==> src/rtl/aes_key_sched_ctrl.sv <==
// AES-128 key schedule sequencer: key intake, expander load, round-key fetch.
// Optional KE_WAIT timeout enabled by defining AES_KSC_TIMEOUT_EN.
//
// state    | meaning
// IDLE     | waiting for key beat 0
// KEY_RX   | collecting key beats 1..3
// KE_START | one-cycle start pulse to expander
// KE_LOAD  | replaying the four buffered key words
// KE_WAIT  | waiting for expander done
// READY    | round keys valid, serving requests or a new key
// FETCH    | reading four words of the requested round
// PRESENT  | holding rk_data until consumer accepts
module aes_key_sched_ctrl #(
  parameter int WAIT_LIMIT = 64
) (
  input  logic         clk,
  input  logic         reset,
  input  logic         key_valid,
  input  logic [31:0]  key_word,
  output logic         key_ready,
  output logic         ke_start,
  output logic [31:0]  ke_cipher_key,
  output logic [1:0]   ke_r_index,
  output logic [3:0]   ke_round_key_num,
  input  logic [31:0]  ke_round_key,
  input  logic         ke_done,
  output logic         keys_ready,
  input  logic         rk_req,
  input  logic [3:0]   rk_num,
  output logic         rk_valid,
  input  logic         rk_ready,
  output logic [127:0] rk_data,
  output logic         err
);

  typedef enum logic [2:0] {
    IDLE, KEY_RX, KE_START, KE_LOAD, KE_WAIT, READY, FETCH, PRESENT
  } state_t;

  state_t      state, state_nxt;
  logic [1:0]  beat_cnt, beat_cnt_nxt;
  logic [1:0]  idx, idx_nxt;
  logic [31:0] key_buf [4];
  logic [3:0]  rk_num_q;
  logic        key_acc;
  logic        rk_accept;
  logic        wait_tc;

  // Key beats land in whichever state advertises key_ready.
  assign key_acc = key_valid & ((state == IDLE) | (state == KEY_RX) | (state == READY));

`ifdef AES_KSC_TIMEOUT_EN
  localparam int CW = (WAIT_LIMIT > 1) ? $clog2(WAIT_LIMIT) : 1;
  logic [CW-1:0] wait_cnt;

  always_ff @(posedge clk or posedge reset) begin
    if (reset) begin
      wait_cnt <= '0;
    end else if (state != KE_WAIT) begin
      wait_cnt <= CW'(WAIT_LIMIT - 1);
    end else if (wait_cnt != '0) begin
      wait_cnt <= wait_cnt - 1'b1;
    end
  end

  assign wait_tc = (wait_cnt == '0);
`else
  logic unused_wait_limit;
  assign unused_wait_limit = (WAIT_LIMIT != 0);
  assign wait_tc = 1'b0;
`endif

  always_ff @(posedge clk or posedge reset) begin
    if (reset) begin
      state    <= IDLE;
      beat_cnt <= 2'd0;
      idx      <= 2'd0;
    end else begin
      state    <= state_nxt;
      beat_cnt <= beat_cnt_nxt;
      idx      <= idx_nxt;
    end
  end

  always_ff @(posedge clk or posedge reset) begin
    if (reset) begin
      for (int i = 0; i < 4; i++) key_buf[i] <= 32'h0;
      rk_num_q <= 4'd0;
      rk_data  <= 128'h0;
    end else begin
      if (key_acc) begin
        key_buf[(state == KEY_RX) ? beat_cnt : 2'd0] <= key_word;
      end
      if (rk_accept) begin
        rk_num_q <= rk_num;
      end
      if (state == FETCH) begin
        case (idx)
          2'd0: rk_data[127:96] <= ke_round_key;
          2'd1: rk_data[95:64]  <= ke_round_key;
          2'd2: rk_data[63:32]  <= ke_round_key;
          default: rk_data[31:0] <= ke_round_key;
        endcase
      end
    end
  end

  always_comb begin
    state_nxt        = state;
    beat_cnt_nxt     = beat_cnt;
    idx_nxt          = idx;
    key_ready        = 1'b0;
    ke_start         = 1'b0;
    ke_cipher_key    = 32'h0;
    ke_r_index       = 2'd0;
    ke_round_key_num = 4'd0;
    keys_ready       = 1'b0;
    rk_valid         = 1'b0;
    err              = 1'b0;
    rk_accept        = 1'b0;
    case (state)
      IDLE: begin
        key_ready = ~reset;
        if (key_valid) begin
          state_nxt    = KEY_RX;
          beat_cnt_nxt = 2'd1;
        end
      end
      KEY_RX: begin
        key_ready = ~reset;
        if (key_valid) begin
          beat_cnt_nxt = beat_cnt + 2'd1;
          if (beat_cnt == 2'd3) state_nxt = KE_START;
        end
      end
      KE_START: begin
        ke_start  = 1'b1;
        idx_nxt   = 2'd0;
        state_nxt = KE_LOAD;
      end
      KE_LOAD: begin
        ke_cipher_key = key_buf[idx];
        idx_nxt       = idx + 2'd1;
        if (idx == 2'd3) state_nxt = KE_WAIT;
      end
      KE_WAIT: begin
        if (ke_done) begin
          state_nxt = READY;
        end else if (wait_tc) begin
          err       = 1'b1;
          state_nxt = IDLE;
        end
      end
      READY: begin
        key_ready  = ~reset;
        keys_ready = 1'b1;
        // A new key wins over a simultaneous round-key request.
        if (key_valid) begin
          state_nxt    = KEY_RX;
          beat_cnt_nxt = 2'd1;
        end else if (rk_req) begin
          if (rk_num <= 4'd10) begin
            rk_accept = 1'b1;
            idx_nxt   = 2'd0;
            state_nxt = FETCH;
          end else begin
            err = 1'b1;
          end
        end
      end
      FETCH: begin
        keys_ready       = 1'b1;
        ke_round_key_num = rk_num_q;
        ke_r_index       = idx;
        idx_nxt          = idx + 2'd1;
        if (idx == 2'd3) state_nxt = PRESENT;
      end
      PRESENT: begin
        keys_ready = 1'b1;
        rk_valid   = 1'b1;
        if (rk_ready) state_nxt = READY;
      end
      default: state_nxt = IDLE;
    endcase
  end

endmodule

==> config.mk <==
export PLATFORM = sky130hd
export DESIGN_NAME = aes_key_sched_ctrl
export DESIGN_NICKNAME = d
export VERILOG_FILES = /design/src/rtl/aes_key_sched_ctrl.sv
export SDC_FILE = /design/constraint.sdc
export NUM_CORES = 1
export LEC_CHECK = 0
export ABC_AREA = 1
export CORE_AREA = 2 2 154 156
export DETAILED_ROUTE_END_ITERATION = 10
export DIE_AREA = 0 0 156 158
export GPL_TIMING_DRIVEN = 0
export HOLD_SLACK_MARGIN = 0.12
export PLACE_DENSITY = 0.88
export RECOVER_POWER = 50
export SYNTH_ARGS = -nofsm -noshare
export SYNTH_HDL_FRONTEND = slang
export SYNTH_SLANG_ARGS = --single-unit
==> constraint.sdc <==
create_clock -name clk -period 25.2 [get_ports clk]
set_input_delay 5.04 -clock clk [delete_from_list [all_inputs] [get_ports clk]]
set_output_delay 5.04 -clock clk [all_outputs]
set_load 0.01 [all_outputs]
# Yosys cells after proc, flatten, opt, wreduce, memory -nomap -nowiden
# Cells that the tools add are included.
[word_totals] register_bits=267 latch_bits=0 mem_bits_rw=0 mem_bits_ro=0 elab_cells=106 mem_count=0
[classes] n_addsub=2 n_mul=0 n_div=0 order_cmp=4 n_eq_ne=24 n_shift=0 muxes=40 bitwise_logic=7 reduce_logical=17
[ops] operator="$bwmux W128" n=1
[ops] operator="$mux W32" n=4
[ops] operator="$bmux W32 S2" n=1
[ops] operator="$demux W32 S2" n=1
[ops] operator="$mux W3" n=10
[ops] operator="$pmux W3 S8" n=1
[ops] operator="$mux W2" n=7
[ops] operator="$ne A2 B2 Y1 const B" n=7
[ops] operator="$eq A3 B3 Y1 const B" n=4
[ops] operator="$mux W1" n=12
[ops] operator="$reduce_and A9 Y1" n=1
[ops] operator="$reduce_or A3 Y1" n=3
[ops] operator="$ne A2 B1 Y1 const B" n=4
[ops] operator="$reduce_and A2 Y1" n=4
[ops] operator="$eq A2 B2 Y1 const B" n=3
[ops] operator="$eq A3 B2 Y1 const B" n=2
[ops] operator="$ge A3 B3 Y1 const B" n=2
[ops] operator="$not A2 Y3" n=2
[ops] operator="$pmux W2 S3" n=1
[ops] operator="$add A2 B1 Y2 const B" n=2
[ops] operator="$le A4 B4 Y1 const B" n=1
[ops] operator="$mux W4" n=1
[ops] operator="$pmux W2 S2" n=1
[ops] operator="$reduce_and A4 Y1" n=1
[ops] operator="other kinds (15)" n=18

# Logic depth before layout (Yosys ltp)
# Gate-level depths: netlist (run 1).
[logic_depth] word_depth=8 mapped_depth=10 mapped_depth_nobuf=10

# Least setup slack after synthesis (run 1)
# No wires, ideal clock.
[synth_timing] path_type="in2out" start="input port key_valid" end="output port err" t_arrival_ns=5.580 slack_ns=14.580 cell_stages=5 cell_sequence="inv_1 nand2_1 inv_1 nand2_1 nor2_1"
[synth_via] elab_chain_len=2
[synth_rtl] element="start: declaration" line_no="18" text="input logic key_valid,"
[synth_rtl] element="$mux W1" line_no="158" text="if (key_valid) begin"
[synth_rtl] element="$mux W1"
[synth_rtl] element="end: declaration" line_no="33" text="output logic err"
# Every way passes these cells.

==> reports/results.tsv, run 1 <==
metric	value	unit
DP Cell Count	1788	
Gates resized, CTS repair	0	
IO Port Bufs	244	
Die Span Y	158	µm
Reg-to-Reg Start	idx[0]$_DFFE_PP0P_	
Clock Latency Late Sink	0.54	ns
clk root buf	clkbuf_16	
CTS Hold Bufs	0	
NetSw	0.701	mW
total wire length	35.5	mm
ant diodes	0	
Hold Startpoint	key_buf[88]$_DFFE_PP0P_	
number of global-route vias before repair	10300	
synth warn	0	
Yosys top cell by area	dfrtp_1	
status	finished with violations	
clock share of power	21.0	%
final net count	1607	
switching fraction of total power	36.8	%
met2 global-route usage	49.3	%
Synth area leaders	dfrtp_1, nand2_1, o21ai_0, o21ai_1, nor2_1	
# fillers	1723	
postcts setup bufs	0	
vias	10300	
Clock transition at path regs	0.06	ns
CP Class	primary input to asynchronous set/reset pin	
Num CTS Buffers	27	
CTS Buffer Depth	3	
All-Layer GR Usage	28.5	%
Hold WC Path Type	register to register	
global-route wire length before repair	54.8	mm
Gate power share	40.2	%
Die Wd	156	µm
initial antenna violation count	0	
fin cells	1838	
Final Skew	0.0116	ns
Pre-antenna DRT Iters	5	
Global Route met3 Usage	5.86	%
ratio of cells with drive above 1 in the final layout	8.59	%
final hold slack	0.480	ns
H-tree depth	1	
CTS tree	built	
Top Usage Layer GRT	met2	
worst-margin pin slew	5.48	ns
RD Place Congestion	0.877	
hpwl dp	24.3	mm
pwr/cell area	127	mW/mm²
WL per Instance	19.3	µm
Top Ports	245	
Max-cap violations	3	
failing checks	max-capacitance violations, max-slew violations	
setup TNS	0	ns
Vias/cell	5.62	
WP data required	24.52	ns
endpoint type of the worst setup path	asynchronous set/reset pin	
Critical Path AT	11.41	ns
final max-slew violation count	272	
Post-Synthesis Cells	1252	
CP Launch Point	reset	
total clock sinks	267	
mapped cell area	0.0114	mm²
largest net degree at the start of global routing	109	
flops & latches, synth	267	
sequential power share	38.8	%
VDD IR-drop max	0.0675	mV
Initial DRC Count	912	
cell-internal power	1.20	mW
area grow syn2layout	32.2	%
met1 Use GR	34.8	%
Hold Violations, Final	0	
Unique masters post-synth	24	
CP Max Fanout	108	
core footprint	0.0231	mm²
FMAX	0.0827	GHz
fin crit period	12.08	ns
total power	1.90	mW
final setup fails	0	
syn nets	1332	
DR DRC count	0	
Final Cycle Share	48.0	%
Mean Syn Cell Area	9.07	µm²
Startpoint Class	primary input	
initial core utilization	49.3	%
register area share after synthesis	58.8	%
Routed Antenna Nets	0	
RSZ-0062 raised after global routing	false	
post-route core utilization	65.1	%
area share of the largest cell type after synthesis	58.8	%
total global routing overflow	0	
Leak	7.11	nW
relative slew slack	-265	%
row count	56	
die footprint	0.0246	mm²
critical path, cell delays in order:
cell and delay (ns):
dlygate4sd3_1 0.56, clkinvlp_2 1.76, clkbuf_1 3.92
routing by layer:
metal | up-vias | wire, µm | part of all wire, %
met5 | - | 0 | 0
met4 | 0 | 1440 | 4.1
met3 | 108 | 3530 | 9.9
met2 | 626 | 17600 | 50
met1 | 4976 | 12900 | 36
li1 | 4615 | - | -
stage by stage:
| step | cell area (µm²) | setup slack (ns) |
|---|---|---|
| final | 15000 | 13.12 |
| after detailed placement | 14200 | 13.53 |
| after global placement | 14200 | 9.87 |
| after CTS | 15100 | 13.52 |
| after floorplan | 11400 | 12.81 |
| after global routing | 15000 | 11.59 |
cell families (layout without fill, tap and decap cells):
family	after synthesis	count (layout)	synth area share, %
and+or+nand+nor	454	454	16.5
buffers and inverters	158	454	6.74
DFF	267	267	58.8
adders and majority gates	6	6	0.661
AOI/OAI and AO/OA	367	367	17.3
power groups by stage:
stage               registers [mW]  logic, mW  clock network, mW
CTS                          0.734      0.774              0.401
finish                       0.739      0.766              0.399
global route                 0.755      0.839              0.420
detailed placement           0.737      0.763                  0
global placement             0.729      0.731                  0
floorplan                    0.758      0.365                  0
synth_stat cells:
cell / instances
clkinv_1: 1
inv_4: 3
o21ai_1: 118
nor2_4: 4
buf_2: 17
buf_6: 15
a21oi_1: 37
ha_1: 6
o21ai_0: 177
buf_4: 8
nor2_1: 146
inv_1: 79
nand2_4: 7
clkbuf_1: 26
nand2_1: 285
o21ai_2: 34
nand3_4: 3
dfrtp_1: 267
buf_1: 7
nor2_8: 2
inv_2: 1
o211ai_1: 1
nand3_1: 7
clkbuf_2: 1
state kept, by name, indices dropped and copies added, names as in the netlist:
signal / count
rk_num_q: 4
key_buf: 128
state: 3
beat_cnt: 2
rk_data: 128
idx: 2
area by class of cell:
cell class / instances / area [µm²] / area share, %
clock buffer: 44 / 820 / 5.46
clock inverter: 6 / 62.6 / 0.417
sequential: 267 / 6680 / 44.5
tap: 290 / 363 / 2.42
timing repair buffer: 246 / 2450 / 16.3
multi-input combinational: 827 / 3890 / 25.9
inverter: 84 / 324 / 2.16
buffer: 74 / 428 / 2.85
final timing paths:
| check | cells past startpoint | end | slack, ns |
|---|---|---|---|
| setup / recovery | 3 | rk_data[12]$_DFFE_PP0P_ | 13.12 |
| hold / removal | 2 | key_buf[88]$_DFFE_PP0P_ | 0.48 |
| setup reg to reg | 7 | rk_data[46]$_DFFE_PP0P_ | 22.56 |
| hold reg to reg | 2 | key_buf[88]$_DFFE_PP0P_ | 0.48 |
| max in group clk | 7 | err | 13.53 |
| min in group asynchronous | 2 | key_buf[25]$_DFFE_PP0P_ | 5.88 |
placed cells by master (no fill, tap or decap), drive strengths merged, types with 6 or more instances in the layout:
cell type | Yosys | final
nor2 | 152 | 152
inv | 83 | 84
dfrtp | 267 | 267
ha | 6 | 6
nand2 | 292 | 292
a21oi | 37 | 37
buf | 47 | 45
dlygate4sd3 | 0 | 34
nand3 | 10 | 10
o21ai | 329 | 329
clkdlybuf4s50 | 0 | 210
clkbuf | 27 | 75
Note: power is estimated with default switching activity, not from simulation.
==> run 2: changes to the inputs <==
==> constraint.sdc (replaced) <==
create_clock -name clk -period 11.8 [get_ports clk]
set_input_delay 2.36 -clock clk [delete_from_list [all_inputs] [get_ports clk]]
set_output_delay 2.36 -clock clk [all_outputs]
set_load 0.01 [all_outputs]
==> reports/results.tsv, run 2 (same netlist as run 1, synthesis figures left out) <==
metric	value	unit	change
status	finished with violations		
failing checks	max-capacitance violations, max-slew violations		
row count	56		unchanged
initial core utilization	49.3	%	unchanged
Reg area	0.00668	mm²	unchanged
CTS tree	built		
Hold Startpoint	key_buf[88]$_DFFE_PP0P_		
endpoint type of the worst setup path	primary output		
hpwl dp	24.3	mm	unchanged
Max-cap violations	1		-2
area grow syn2layout	32.4	%	
fin crit period	6.32	ns	
Pre-antenna DRT Iters	5		unchanged
# fillers	1717		-0.35%
H-tree depth	1		unchanged
CTS Hold Bufs	0		unchanged
total power	4.07	mW	+110%
core footprint	0.0231	mm²	unchanged
largest registers	key_buf x128, rk_data x128, rk_num_q x4		
CP Class	primary input to primary output		
WL per Instance	19.4	µm	+0.33%
Gates resized, CTS repair	0		unchanged
Die Wd	156	µm	unchanged
slack of the worst reg-to-reg path	8.86	ns	-13.70 ns
CTS Buffer Depth	3		unchanged
VDD IR-drop max	0.144	mV	+110%
cell depth of the worst flop-to-flop path	8		+1
Hold Violations, Final	0		unchanged
final net count	1607		unchanged
Top Ports	245		unchanged
CP Max Fanout	4		-96%
RSZ-0062 raised after global routing	false		
total clock sinks	267		unchanged
Startpoint Class	primary input		
RD Place Congestion	0.877		unchanged
Leak	7.08	nW	-0.33%
relative slew slack	-122	%	+140 points
Crit Reg-Reg Endpoint	rk_data[100]$_DFFE_PP0P_		
die footprint	0.0246	mm²	unchanged
Final Skew	0.00731	ns	-0.00434 ns
postcts setup bufs	0		unchanged
ant diodes	0		unchanged
number of global-route vias before repair	10300		unchanged
largest net degree at the start of global routing	109		unchanged
Hold WC Path Type	register to register		
global-route wire length before repair	54.8	mm	unchanged
setup TNS	0	ns	unchanged
Final Cycle Share	53.6	%	
Routed Antenna Nets	0		unchanged
Critical Path AT	3.96	ns	-7.45 ns
IO Port Bufs	244		unchanged
worst hold endpoint	key_buf[88]$_DFFE_PP0P_		
clk root buf	clkbuf_16		
total wire length	35.6	mm	+0.33%
Die Span Y	158	µm	unchanged
vias	10400		+0.42%
final max-slew violation count	72		-74%
ratio of cells with drive above 1 in the final layout	8.20	%	-0.39 points
Clock Latency Late Sink	0.54	ns	about the same
Initial DRC Count	930		+2.0%
DR DRC count	0		unchanged
total global routing overflow	0		unchanged
footprint of the multi-input gates	0.00386	mm²	-0.58%
commonest non-fill, non-tap cell in the layout	nand2_1		
Worst Hold Path Cells	2		unchanged
pwr/cell area	271	mW/mm²	+110%
commonest non-fill, non-tap cells in the layout	nand2_1, dfrtp_1, clkdlybuf4s50_1		
Reg-to-Reg Start	idx[1]$_DFFE_PP0P_		
Num CTS Buffers	27		unchanged
CP Launch Point	key_valid		
Clock transition at path regs	0.06	ns	about the same
Vias/cell	5.64		+0.42%
All-Layer GR Usage	28.5	%	unchanged
final setup fails	0		unchanged
FMAX	0.158	GHz	
initial antenna violation count	0		unchanged
WP data required	9.44	ns	-15.08 ns
worst-margin pin slew	3.31	ns	-2.16 ns
## run 2: changes by cell type in the layout (fill, tap and decap cells not counted), sizes merged
cell / delta
clkdlybuf4s50: +9
dlygate4sd3: -9
buf: -2
clkbuf: +2
## run 2: cell type report
class | count | area share, %
clock inverters | 6 | 0.416
flip-flops and latches | 267 | 44.4
well taps | 290 | 2.41
repair buffers | 246 | 16.6
multi-input cells | 827 | 25.7
clock buffers | 44 | 5.45
inverters | 84 | 2.16
plain buffers | 74 | 2.80
## run 2: power by group
part,internal [mW],leakage [nW],switching (mW)
combinational,0.744,3.51,0.892
sequential,1.33,3.14,0.249
clock,0.496,0.436,0.358
total,2.57,7.08,1.50
## run 2: per-layer routing
| metal | part of all wire [%] | up-vias | GRT usage, % |
|---|---|---|---|
| li1 | - | 4604 | - |
| met1 | 37 | 4997 | 34.8 |
| met2 | 50 | 657 | 49.3 |
| met3 | 9.7 | 110 | 5.86 |
| met4 | 4.0 | 0 | 12.4 |
| met5 | 0 | - | 0 |
## run 2: worst max-delay path by stage
| stage | slack, ns | endpoint | cells after the start |
|---|---|---|---|
| final | 5.48 | err | 7 |
| after detailed placement | 5.49 | err | 7 |
| after global placement | -0.85 | rk_data[76]$_DFFE_PP0P_ | 2 |
| after CTS | 5.48 | err | 7 |
| after floorplan | 2.09 | beat_cnt[0]$_DFFE_PP0P_ | 1 |
| after global routing | 5.36 | err | 7 |
## run 2: stage by stage
| stage | cells | worst slack [ns] | hold slack [ns] | utilization [%] | instance area (µm²) |
|---|---|---|---|---|---|
| after global routing | 1838 | 5.36 | 0.484 | 65.2 | 15000 |
| after global placement | 1786 | -0.845 | 0.458 | 61.4 | 14200 |
| after CTS | 1838 | 5.48 | 0.478 | 65.5 | 15100 |
| final | 1838 | 5.48 | 0.477 | 65.2 | 15000 |
| after floorplan | 1252 | 2.09 | 0.450 | - | 11400 |
| after detailed placement | 1788 | 5.49 | 0.463 | 61.7 | 14200 |
## run 2: critical path, cell delays in order
cell	delay [ns]
dlygate4sd3_1	0.60
inv_1	0.13
nand2_1	0.09
inv_1	0.09
nand2_1	0.07
nor2_1	0.08
clkdlybuf4s50_1	0.53
